$ cat src/rtl/fp_norm_pkg.sv
// Shared definitions for the FP adder result normalizer: state encoding,
// default widths and the saturated (all-ones) exponent value.
package fp_norm_pkg;

    localparam int MW_DEF = 16;
    localparam int EW_DEF = 8;

    localparam logic [EW_DEF-1:0] EXP_MAX = '1;

    typedef enum logic [1:0] {
        ST_IDLE = 2'd0,
        ST_NORM = 2'd1,
        ST_DONE = 2'd2
    } state_t;

endpackage

$ cat src/rtl/fp_result_normalizer_round.sv
// fp_round_incr: combinational round-up of the shifted mantissa; no state, no handshake.
// Kogge-Stone KPG prefix adder with b tied to zero and the round bit as carry-in.
module fp_round_incr #(
    parameter int W = 16
) (
    input  logic [W-1:0] t_i,
    input  logic         rnd_i,
    output logic [W-1:0] sum_o,
    output logic         carry_o
);

    localparam int LV = $clog2(W);

    logic [W-1:0] b_zero;
    logic [W-1:0] p0;
    logic [W-1:0] gl;
    logic [W-1:0] pl;
    logic [W-1:0] gn;
    logic [W-1:0] pn;
    logic [W:0]   c;

    assign b_zero = '0;

    always_comb begin
        p0 = t_i ^ b_zero;
        gl = t_i & b_zero;
        pl = p0;
        gn = gl;
        pn = pl;
        for (int l = 0; l < LV; l++) begin
            gn = gl;
            pn = pl;
            for (int i = (1 << l); i < W; i++) begin
                gn[i] = gl[i] | (pl[i] & gl[i - (1 << l)]);
                pn[i] = pl[i] & pl[i - (1 << l)];
            end
            gl = gn;
            pl = pn;
        end
        // Group terms span [i:0]; fold in the carry-in as a bit -1 generate.
        c[0] = rnd_i;
        for (int i = 0; i < W; i++) begin
            c[i+1] = gl[i] | (pl[i] & rnd_i);
        end
        sum_o   = p0 ^ c[W-1:0];
        carry_o = c[W];
    end

endmodule

$ cat src/rtl/fp_result_normalizer.sv
// Normalizes/rounds the raw FP adder sum: 1-step right shift on carry, 1 bit/cycle left shift.
// Latency 2+n edges from accept; result held in DONE until out_ready, in_ready only in IDLE.
module fp_result_normalizer
    import fp_norm_pkg::*;
#(
    parameter int MW = MW_DEF,
    parameter int EW = EW_DEF
) (
    input  logic          clk,
    input  logic          rst_n,
    input  logic          in_valid,
    output logic          in_ready,
    input  logic [MW:0]   sum_in,
    input  logic [EW-1:0] exp_in,
    input  logic          sign_in,
    output logic          out_valid,
    input  logic          out_ready,
    output logic [MW-1:0] mant_out,
    output logic [EW-1:0] exp_out,
    output logic          sign_out,
    output logic          zero_out,
    output logic          ovf_out,
    output logic          denorm_out
);

    localparam logic [EW-1:0] E_MAX = '1;

    state_t        state_q, state_d;
    logic [MW:0]   m_q, m_d;
    logic [EW-1:0] e_q, e_d;
    logic          s_q, s_d;
    logic [MW-1:0] mant_q, mant_d;
    logic [EW-1:0] exp_q, exp_d;
    logic          sign_q, sign_d;
    logic          zero_q, zero_d;
    logic          ovf_q, ovf_d;
    logic          denorm_q, denorm_d;

    logic [MW-1:0] t;
    logic          rnd;
    logic [MW-1:0] t_rnd;
    logic          rnd_cy;
    logic [EW:0]   e_up;

    // Only one bit drops on the right shift, so sticky is zero: round up on guard && lsb.
    assign t   = m_q[MW:1];
    assign rnd = m_q[0] & m_q[1];

    fp_round_incr #(.W(MW)) u_round (
        .t_i     (t),
        .rnd_i   (rnd),
        .sum_o   (t_rnd),
        .carry_o (rnd_cy)
    );

    always_comb begin
        state_d  = state_q;
        m_d      = m_q;
        e_d      = e_q;
        s_d      = s_q;
        mant_d   = mant_q;
        exp_d    = exp_q;
        sign_d   = sign_q;
        zero_d   = zero_q;
        ovf_d    = ovf_q;
        denorm_d = denorm_q;
        e_up     = {1'b0, e_q} + (EW+1)'(1) + (EW+1)'(rnd_cy);

        case (state_q)
            ST_IDLE: begin
                if (in_valid) begin
                    m_d     = sum_in;
                    e_d     = exp_in;
                    s_d     = sign_in;
                    state_d = ST_NORM;
                end
            end
            ST_NORM: begin
                sign_d   = s_q;
                zero_d   = 1'b0;
                ovf_d    = 1'b0;
                denorm_d = 1'b0;
                mant_d   = m_q[MW-1:0];
                exp_d    = e_q;
                state_d  = ST_DONE;
                if (e_q == E_MAX) begin
                    // inf/NaN already resolved upstream: pass through
                end else if (m_q == '0) begin
                    zero_d = 1'b1;
                    exp_d  = '0;
                    mant_d = '0;
                end else if (m_q[MW]) begin
                    if (e_up >= {1'b0, E_MAX}) begin
                        ovf_d  = 1'b1;
                        exp_d  = E_MAX;
                        mant_d = '0;
                    end else begin
                        exp_d  = e_up[EW-1:0];
                        mant_d = rnd_cy ? {1'b1, {(MW-1){1'b0}}} : t_rnd;
                    end
                end else if (m_q[MW-1]) begin
                    // already normalized
                end else if (e_q == '0) begin
                    denorm_d = 1'b1;
                end else begin
                    m_d     = {m_q[MW-1:0], 1'b0};
                    e_d     = e_q - EW'(1);
                    state_d = ST_NORM;
                end
            end
            ST_DONE: begin
                if (out_ready) begin
                    state_d = ST_IDLE;
                end
            end
            default: begin
                state_d = ST_IDLE;
            end
        endcase
    end

    always_ff @(posedge clk or negedge rst_n) begin
        if (!rst_n) begin
            state_q  <= ST_IDLE;
            m_q      <= '0;
            e_q      <= '0;
            s_q      <= 1'b0;
            mant_q   <= '0;
            exp_q    <= '0;
            sign_q   <= 1'b0;
            zero_q   <= 1'b0;
            ovf_q    <= 1'b0;
            denorm_q <= 1'b0;
        end else begin
            state_q  <= state_d;
            m_q      <= m_d;
            e_q      <= e_d;
            s_q      <= s_d;
            mant_q   <= mant_d;
            exp_q    <= exp_d;
            sign_q   <= sign_d;
            zero_q   <= zero_d;
            ovf_q    <= ovf_d;
            denorm_q <= denorm_d;
        end
    end

    assign in_ready   = (state_q == ST_IDLE);
    assign out_valid  = (state_q == ST_DONE);
    assign mant_out   = mant_q;
    assign exp_out    = exp_q;
    assign sign_out   = sign_q;
    assign zero_out   = zero_q;
    assign ovf_out    = ovf_q;
    assign denorm_out = denorm_q;

endmodule

$ cat config.mk
export PLATFORM = sky130hd
export DESIGN_NAME = fp_result_normalizer
export DESIGN_NICKNAME = d
export VERILOG_FILES = /design/src/rtl/fp_norm_pkg.sv /design/src/rtl/fp_result_normalizer_round.sv /design/src/rtl/fp_result_normalizer.sv
export SDC_FILE = /design/constraint.sdc
export NUM_CORES = 1
export LEC_CHECK = 0
export BUFFER_PORTS_ARGS = -buffer_cell sky130_fd_sc_hd__buf_2
export CELL_PAD_IN_SITES_DETAIL_PLACEMENT = 1
export CELL_PAD_IN_SITES_GLOBAL_PLACEMENT = 1
export CORE_AREA = 2 2 94 96
export CTS_CLUSTER_SIZE = 25
export DETAILED_ROUTE_END_ITERATION = 8
export DIE_AREA = 0 0 96 98
export PLACE_DENSITY = 0.83
export SLEW_MARGIN = 20
export SYNTH_ARGS = -nofsm -noshare
export SYNTH_HDL_FRONTEND = slang
export SYNTH_SLANG_ARGS = --single-unit
$ cat constraint.sdc
create_clock -name clk -period 5 [get_ports clk]
set_input_delay 0.5 -clock clk [delete_from_list [all_inputs] [get_ports clk]]
set_output_delay 0.5 -clock clk [all_outputs]
set_load 0.05 [all_outputs]
# [Yosys cells after proc, flatten, opt, wreduce, memory -nomap -nowiden]
# Cells that the tools add are included.
[totals] ff_bits=56 latch_bits=0 mem_bits_rw=0 rom_bits=0 in_bits=30 output_inout_bits=30 wordCells=144 mem_count=0
[classes] add_sub_neg=3 mul=0 div=0 n_lt_le_gt_ge=1 n_eq_ne=10 shifts=0 mux=42 n_bitwise=67 reduce_logical=9
[ops] op="$mux W16" count=7
[ops] op="$mux W8" count=10
[ops] op="$mux W17" count=4
[ops] op="$and A1 B1 Y1" count=66
[ops] op="$pmux W17 S2" count=1
[ops] op="$logic_not A17 Y1" count=1
[ops] op="$pmux W8 S2" count=1
[ops] op="$xor A16 B16 Y16" count=1
[ops] op="$mux W2" count=7
[ops] op="$ne A2 B2 Y1 const B" count=6
[ops] op="$mux W1" count=11
[ops] op="$add A8 B1 Y9 const B" count=1
[ops] op="$add A9 B1 Y9" count=1
[ops] op="$ge A9 B8 Y1 const B" count=1
[ops] op="$eq A8 B8 Y1 const B" count=1
[ops] op="$logic_not A8 Y1" count=1
[ops] op="$sub A8 B1 Y8 const B" count=1
[ops] op="$reduce_and A7 Y1" count=1
[ops] op="$pmux W2 S3" count=1
[ops] op="$reduce_and A5 Y1" count=1
[ops] op="$reduce_and A2 Y1" count=2
[ops] op="$reduce_and A4 Y1" count=1
[ops] op="$eq A2 B1 Y1 const B" count=1
[ops] op="$eq A2 B2 Y1 const B" count=1
[ops] op="3 further kinds" count=3

# [Logic depth before layout (Yosys ltp)]
[depth] ltp_word=11 mapped_depth=16 mapped_depth_nobuf=13

# [Modules after synthesis]
# Synthesis repeated with hierarchy kept, for this count alone.
[unflattened] hier_cells=364 area_unflattened_um2=3360.7
[modules_own_cells] mod="fp_result_normalizer" n_inst=1 cells_per_inst=322 area_per_inst_um2=3067.9 seq_area_each_um2=1401.3
[modules_own_cells] mod="fp_round_incr" n_inst=1 cells_per_inst=42 area_per_inst_um2=292.8 seq_area_each_um2=0.0

# [Worst setup path after synthesis]
# Ideal clock, no wire load.
[synth_path] kind="register to register" from="reg m_q[1]" to="reg mant_q[1], in the netlist mant_out[1]" setup_time_ps=126 arrival_ps=3246 t_required_ps=4874 setup_slack_ps=1628 path_stages_with_launch=17 n_path_buf=4 period_less_slack_ps=3372 path_cell_list="dfrtp_1 -> buf_2 -> nand4_1 -> or3_1 -> clkbuf_1 -> or3_1 -> ha_1 -> inv_1 -> ha_1 -> clkbuf_1 -> nand4_1 -> mux2i_1 -> a211oi_2 -> o2111ai_2 -> buf_6 -> o21ai_1 -> a221o_1"
[synth_via] elab_chain_len=11 elab_cells_between_ends=16 classes_between="1 x add/sub; 1 x order compare; 5 x mux; 8 x bitwise; 1 x reduce/logical"
[synth_rtl] element="start: declaration" line="fp_result_normalizer.sv:29" text="logic [MW:0] m_q, m_d;"
[synth_rtl] element="start signal: assignment" line="fp_result_normalizer.sv:136" text="m_q <= m_d;"
[synth_rtl] element="$and A1 B1 Y1 (4 in a row)" line="fp_result_normalizer_round.sv:35" text="pn[i] = pl[i] & pl[i - (1 << l)];"
[synth_rtl] element="$and A1 B1 Y1" line="fp_result_normalizer_round.sv:43" text="c[i+1] = gl[i] | (pl[i] & rnd_i);"
[synth_rtl] element="$add A9 B1 Y9" line="fp_result_normalizer.sv:67" text="e_up = {1'b0, e_q} + (EW+1)'(1) + (EW+1)'(rnd_cy);"
[synth_rtl] element="$ge A9 B8 Y1" line="fp_result_normalizer.sv:93" text="if (e_up >= {1'b0, E_MAX}) begin"
[synth_rtl] element="$mux W16" line="fp_result_normalizer.sv:93"
[synth_rtl] element="$mux W16" line="fp_result_normalizer.sv:92" text="end else if (m_q[MW]) begin"
[synth_rtl] element="$mux W16" line="fp_result_normalizer.sv:88" text="end else if (m_q == '0) begin"
[synth_rtl] element="$mux W16 (*)" line="fp_result_normalizer.sv:86" text="if (e_q == E_MAX) begin"
[synth_rtl] element="end signal: assignment" line="fp_result_normalizer.sv:139" text="mant_q <= mant_d;"
[synth_rtl] element="end: declaration" line="fp_result_normalizer.sv:32" text="logic [MW-1:0] mant_q, mant_d;"
# Every way passes the cells marked *; elsewhere a longest branch is shown, timed or not.
# A chain may end at the register's enable or synchronous reset.

# [Worst setup path after layout]
[layout_path] from="reg m_q[0]" to="reg mant_q[1], in the netlist mant_out[1]"
[layout_via] elab_chain_len=8 elab_cells_between_ends=12 classes_between="1 x add/sub; 1 x order compare; 5 x mux; 4 x bitwise; 1 x reduce/logical"
[layout_rtl] element="$and A1 B1 Y1" line="fp_result_normalizer.sv:47" text="assign rnd = m_q[0] & m_q[1];"
[layout_rtl] element="$and A1 B1 Y1" line="fp_result_normalizer_round.sv:43"
[layout_rtl] element="$add A9 B1 Y9 or $xor A16 B16 Y16 (tied branches)" line="fp_result_normalizer.sv:67, fp_result_normalizer_round.sv:45"
[layout_rtl] element="$ge A9 B8 Y1 or $mux W16 (tied branches)" line="fp_result_normalizer.sv:93, fp_result_normalizer.sv:99"
[layout_rtl] element="$mux W16" line="fp_result_normalizer.sv:93"
[layout_rtl] element="$mux W16" line="fp_result_normalizer.sv:92"
[layout_rtl] element="$mux W16 (*)" line="fp_result_normalizer.sv:88"
[layout_rtl] element="$mux W16 (*)" line="fp_result_normalizer.sv:86"
# Marked as above.

==> flow_summary.rst <==
.. list-table::
   :header-rows: 1

   * - Metric
     - Value
   * - Outcome
     - finished clean
   * - Final Core Density
     - 43.7%
   * - Leakage power
     - ~1.6 nW
   * - Crit path launch
     - m_q[0]
   * - Max-slew headroom at the worst pin
     - 31.3%
   * - CTS H-tree lvls
     - 2
   * - CTS tree
     - done
   * - Commonest non-fill, non-tap cell in the layout
     - buf_2
   * - Final critical-path share of the clock period
     - approximately 80%
   * - FF+latch count, synth
     - 56
   * - Overflow left after global routing
     - 0
   * - Setup Viol. Count Final
     - 0
   * - EDFF count, synth
     - 0
   * - Cells after DPL
     - about 500
   * - Worst min-delay path category
     - primary input to asynchronous set/reset pin
   * - Post-synth ARST share
     - between 90% and 100%
   * - Number of detailed-route iterations in the first pass
     - 4
   * - Slew at the pin with the worst max-slew slack
     - ~1 ns
   * - Starting density of the core
     - about two fifths
   * - Type of the worst setup path
     - register to register
   * - Fillers
     - around 1k
   * - Final Routed Wirelength
     - 9.42 mm
   * - Origin of the critical flop-to-flop path
     - m_q[0]
   * - Max Freq
     - 252 MHz
   * - Post-CTS Setup Bufs
     - 0
   * - Most instantiated flip-flop cell in the synthesis netlist
     - dfrtp_1
   * - Cell Area, Synth
     - ~3300 sq um
   * - Post-synthesis cell type count
     - 57
   * - Required @ worst endpoint
     - about 5.2 ns
   * - Avg Cell Area, Syn
     - slightly below 9 sq um
   * - Overall die height
     - slightly below 100 um
   * - Maximum number of pins on one net before global-route repair
     - 57
   * - Post-CTS resize count
     - 0
   * - Post-layout nets
     - 440
   * - Clock insertion delay at the later pin of the skew report
     - between 0.3 and 0.4 ns
   * - HPWL reported at the end of detailed placement
     - between 6 and 7 mm
   * - Synth-to-layout area growth
     - 11.8%
   * - Standard-cell row count
     - 34
   * - Commonest cells after routing, fill and taps aside
     - 59 x buf_2, 56 x dfrtp_1, 49 x nor2_1
   * - Fraction of layout cells with a size suffix above 1
     - 20.0%
   * - Total of buffers placed on input and output ports
     - 59
   * - Final Hold Viols
     - 0
   * - Iteration-0 DRC count of the detailed router
     - between 200 and 300
   * - Hold Buf Count CTS
     - 0
   * - Sum Neg Setup Slack
     - 0 ns
   * - Number of nets still failing antenna checks after routing
     - 0
   * - Number of nets in the synthesized netlist
     - just over 400
   * - Number of top-level design ports
     - 60
   * - Kind of capture point of the worst setup path
     - register
   * - Last weighted congestion value of the routability-driven placer
     - 0.830
   * - Maximum buffer depth of the clock tree
     - 2
   * - PD cells
     - ~760 nW/um^2
   * - Startpoint type of the worst setup path
     - register
   * - Arrival @ worst endpoint
     - 4.17 ns
   * - Vias in the first global route
     - roughly 3.1k
   * - Max-slew violation count
     - 0
   * - Clock input transition at the sequential cells of the worst setup and hold paths
     - roughly 0.1 ns
   * - Synthesized instance count
     - 370
   * - Total via count in the routed design
     - 3,006
   * - Detail-routed net length per standard cell
     - approximately 18 um
   * - Inserted Clock Buffers
     - 5
   * - Unrepaired setup endpoints after global routing
     - no
   * - Power consumption
     - approximately 0.0028 W
   * - Clock sink count
     - 56
   * - Max-cap violations
     - 0
   * - All-layer global routing usage
     - 20.7%
   * - Maximum net fanout on the critical path
     - 12
   * - Final critical delay including setup and external delays
     - approximately 4 ns
   * - First-pass GRT wire length
     - approximately 16 mm
   * - Warnings, synthesis
     - 0
   * - Final standard cell count with taps included and fillers excluded
     - just over 500
   * - Root Driver
     - clkbuf_8
   * - Clock Skew
     - around 0.0063 ns
   * - Horiz. Die Dim
     - between 90 and 100 um
   * - Core region area
     - 8470 sq um
   * - Mean number of vias per cell
     - around 5.8
   * - Die Outline Area
     - 9410 sq um
   * - Worst vdd ir
     - about 0.31 mV
   * - Part of the Yosys area used for sequential elements
     - 42.4%
   * - Antenna violations before repair
     - 0
   * - DRC violation count after routing
     - 0
   * - Antenna cell count
     - 0
[worst paths after layout]
kind                                to  slack, ns  cells after the start
setup / recovery           mant_out[1]       1.04                     12
hold / removal                  e_q[4]       0.32                      2
setup reg to reg           mant_out[1]       1.04                     12
hold reg to reg               sign_out       0.48                      2
max in group asynchronous  mant_out[7]       4.20                      2
min in group clk                   s_q       0.42                      2
[state kept, by name (all words and copies together) (netlist names)]
| register | cells |
|---|---|
| mant_out | 16 |
| ovf_out | 1 |
| denorm_out | 1 |
| sign_out | 1 |
| zero_out | 1 |
| exp_out | 8 |
| m_q | 17 |
| e_q | 8 |
| state_q | 2 |
| s_q | 1 |
[cells in the mapped netlist, drive strengths merged (3+ instances only)]
cell type,n,share of area (%)
nand4,8,1.5
ha,5,1.9
o21ai,34,5.3
a221o,5,1.5
o21a,5,1.1
buf,15,3.2
nand3,13,2.0
inv,9,1.0
o31ai,3,0.68
nor3,5,0.76
nor2b,6,1.1
and4,3,0.79
nand2b,6,1.2
nor4,3,0.76
a22oi,11,2.5
clkbuf,20,2.3
xor2,6,1.6
dfrtp,56,42
a21oi,15,2.3
and2,3,0.57
a211o,4,1.1
a221oi,14,3.7
nor2,49,5.6
xnor2,6,1.6
nand2,26,3.0
mux2,3,1.0
mux2i,5,1.5
[logic make-up (layout without fill, tap and decap cells)]
group / count (synthesis) / in the layout / synth area share [%]
flip-flops: 56 / 56 / 42.4
adder cells (fa/ha/maj): 5 / 5 / 1.89
AO/OA/AOI/OAI: 113 / 113 / 24.0
multiplexers: 8 / 8 / 2.53
AND/OR/NAND/NOR: 132 / 132 / 19.6
buffers and inverters: 44 / 80 / 6.51
XOR/XNOR: 12 / 12 / 3.18
[routing by layer]
metal | part of all wire [%] | track usage (%)
met4 | 1.4 | 4.73
met1 | 47 | 31.0
met3 | 4.4 | 2.55
met2 | 47 | 31.8
met5 | 0 | 0
[worst max-delay path, stage by stage (launching register included)]
cell and delay (ns):
dfrtp_1 0.57, nand4_1 0.25, or3_1 0.50, or3_1 0.44, ha_1 0.21, inv_1 0.06
ha_1 0.37, nand4_1 0.14, mux2i_1 0.20, a211oi_2 0.11, o2111ai_2 0.53, o21ai_1 0.16
a221o_1 0.31
[through the flow]
stage	setup WS (ns)	hold WS, ns	area, sq um
after floorplan	1.63	0.204	3310
after global placement	1.27	0.445	3590
after detailed placement	1.07	0.461	3590
after CTS	1.06	0.356	3700
after global routing	0.765	0.386	3700
final	1.04	0.320	3700
[power by group]
group | internal (W) | switching (W) | total [W]
clock | 0.000149 | 0.000153 | 0.000303
combinational | 0.000499 | 0.000998 | 0.00150
sequential | 0.000668 | 0.000334 | 0.00100
total | 0.00132 | 0.00149 | 0.00280
[layout make-up]
cell class | count | area [sq um] | share of cell area [%]
clock inverters | 2 | 35.0 | 0.948
inverters | 9 | 33.8 | 0.914
well taps | 108 | 135 | 3.66
clock buffers | 6 | 72.6 | 1.96
flip-flops and latches | 56 | 1400 | 37.9
multi-input cells | 270 | 1690 | 45.8
repair buffers | 63 | 325 | 8.80
No activity file was read; power rests on OpenSTA's default activity.
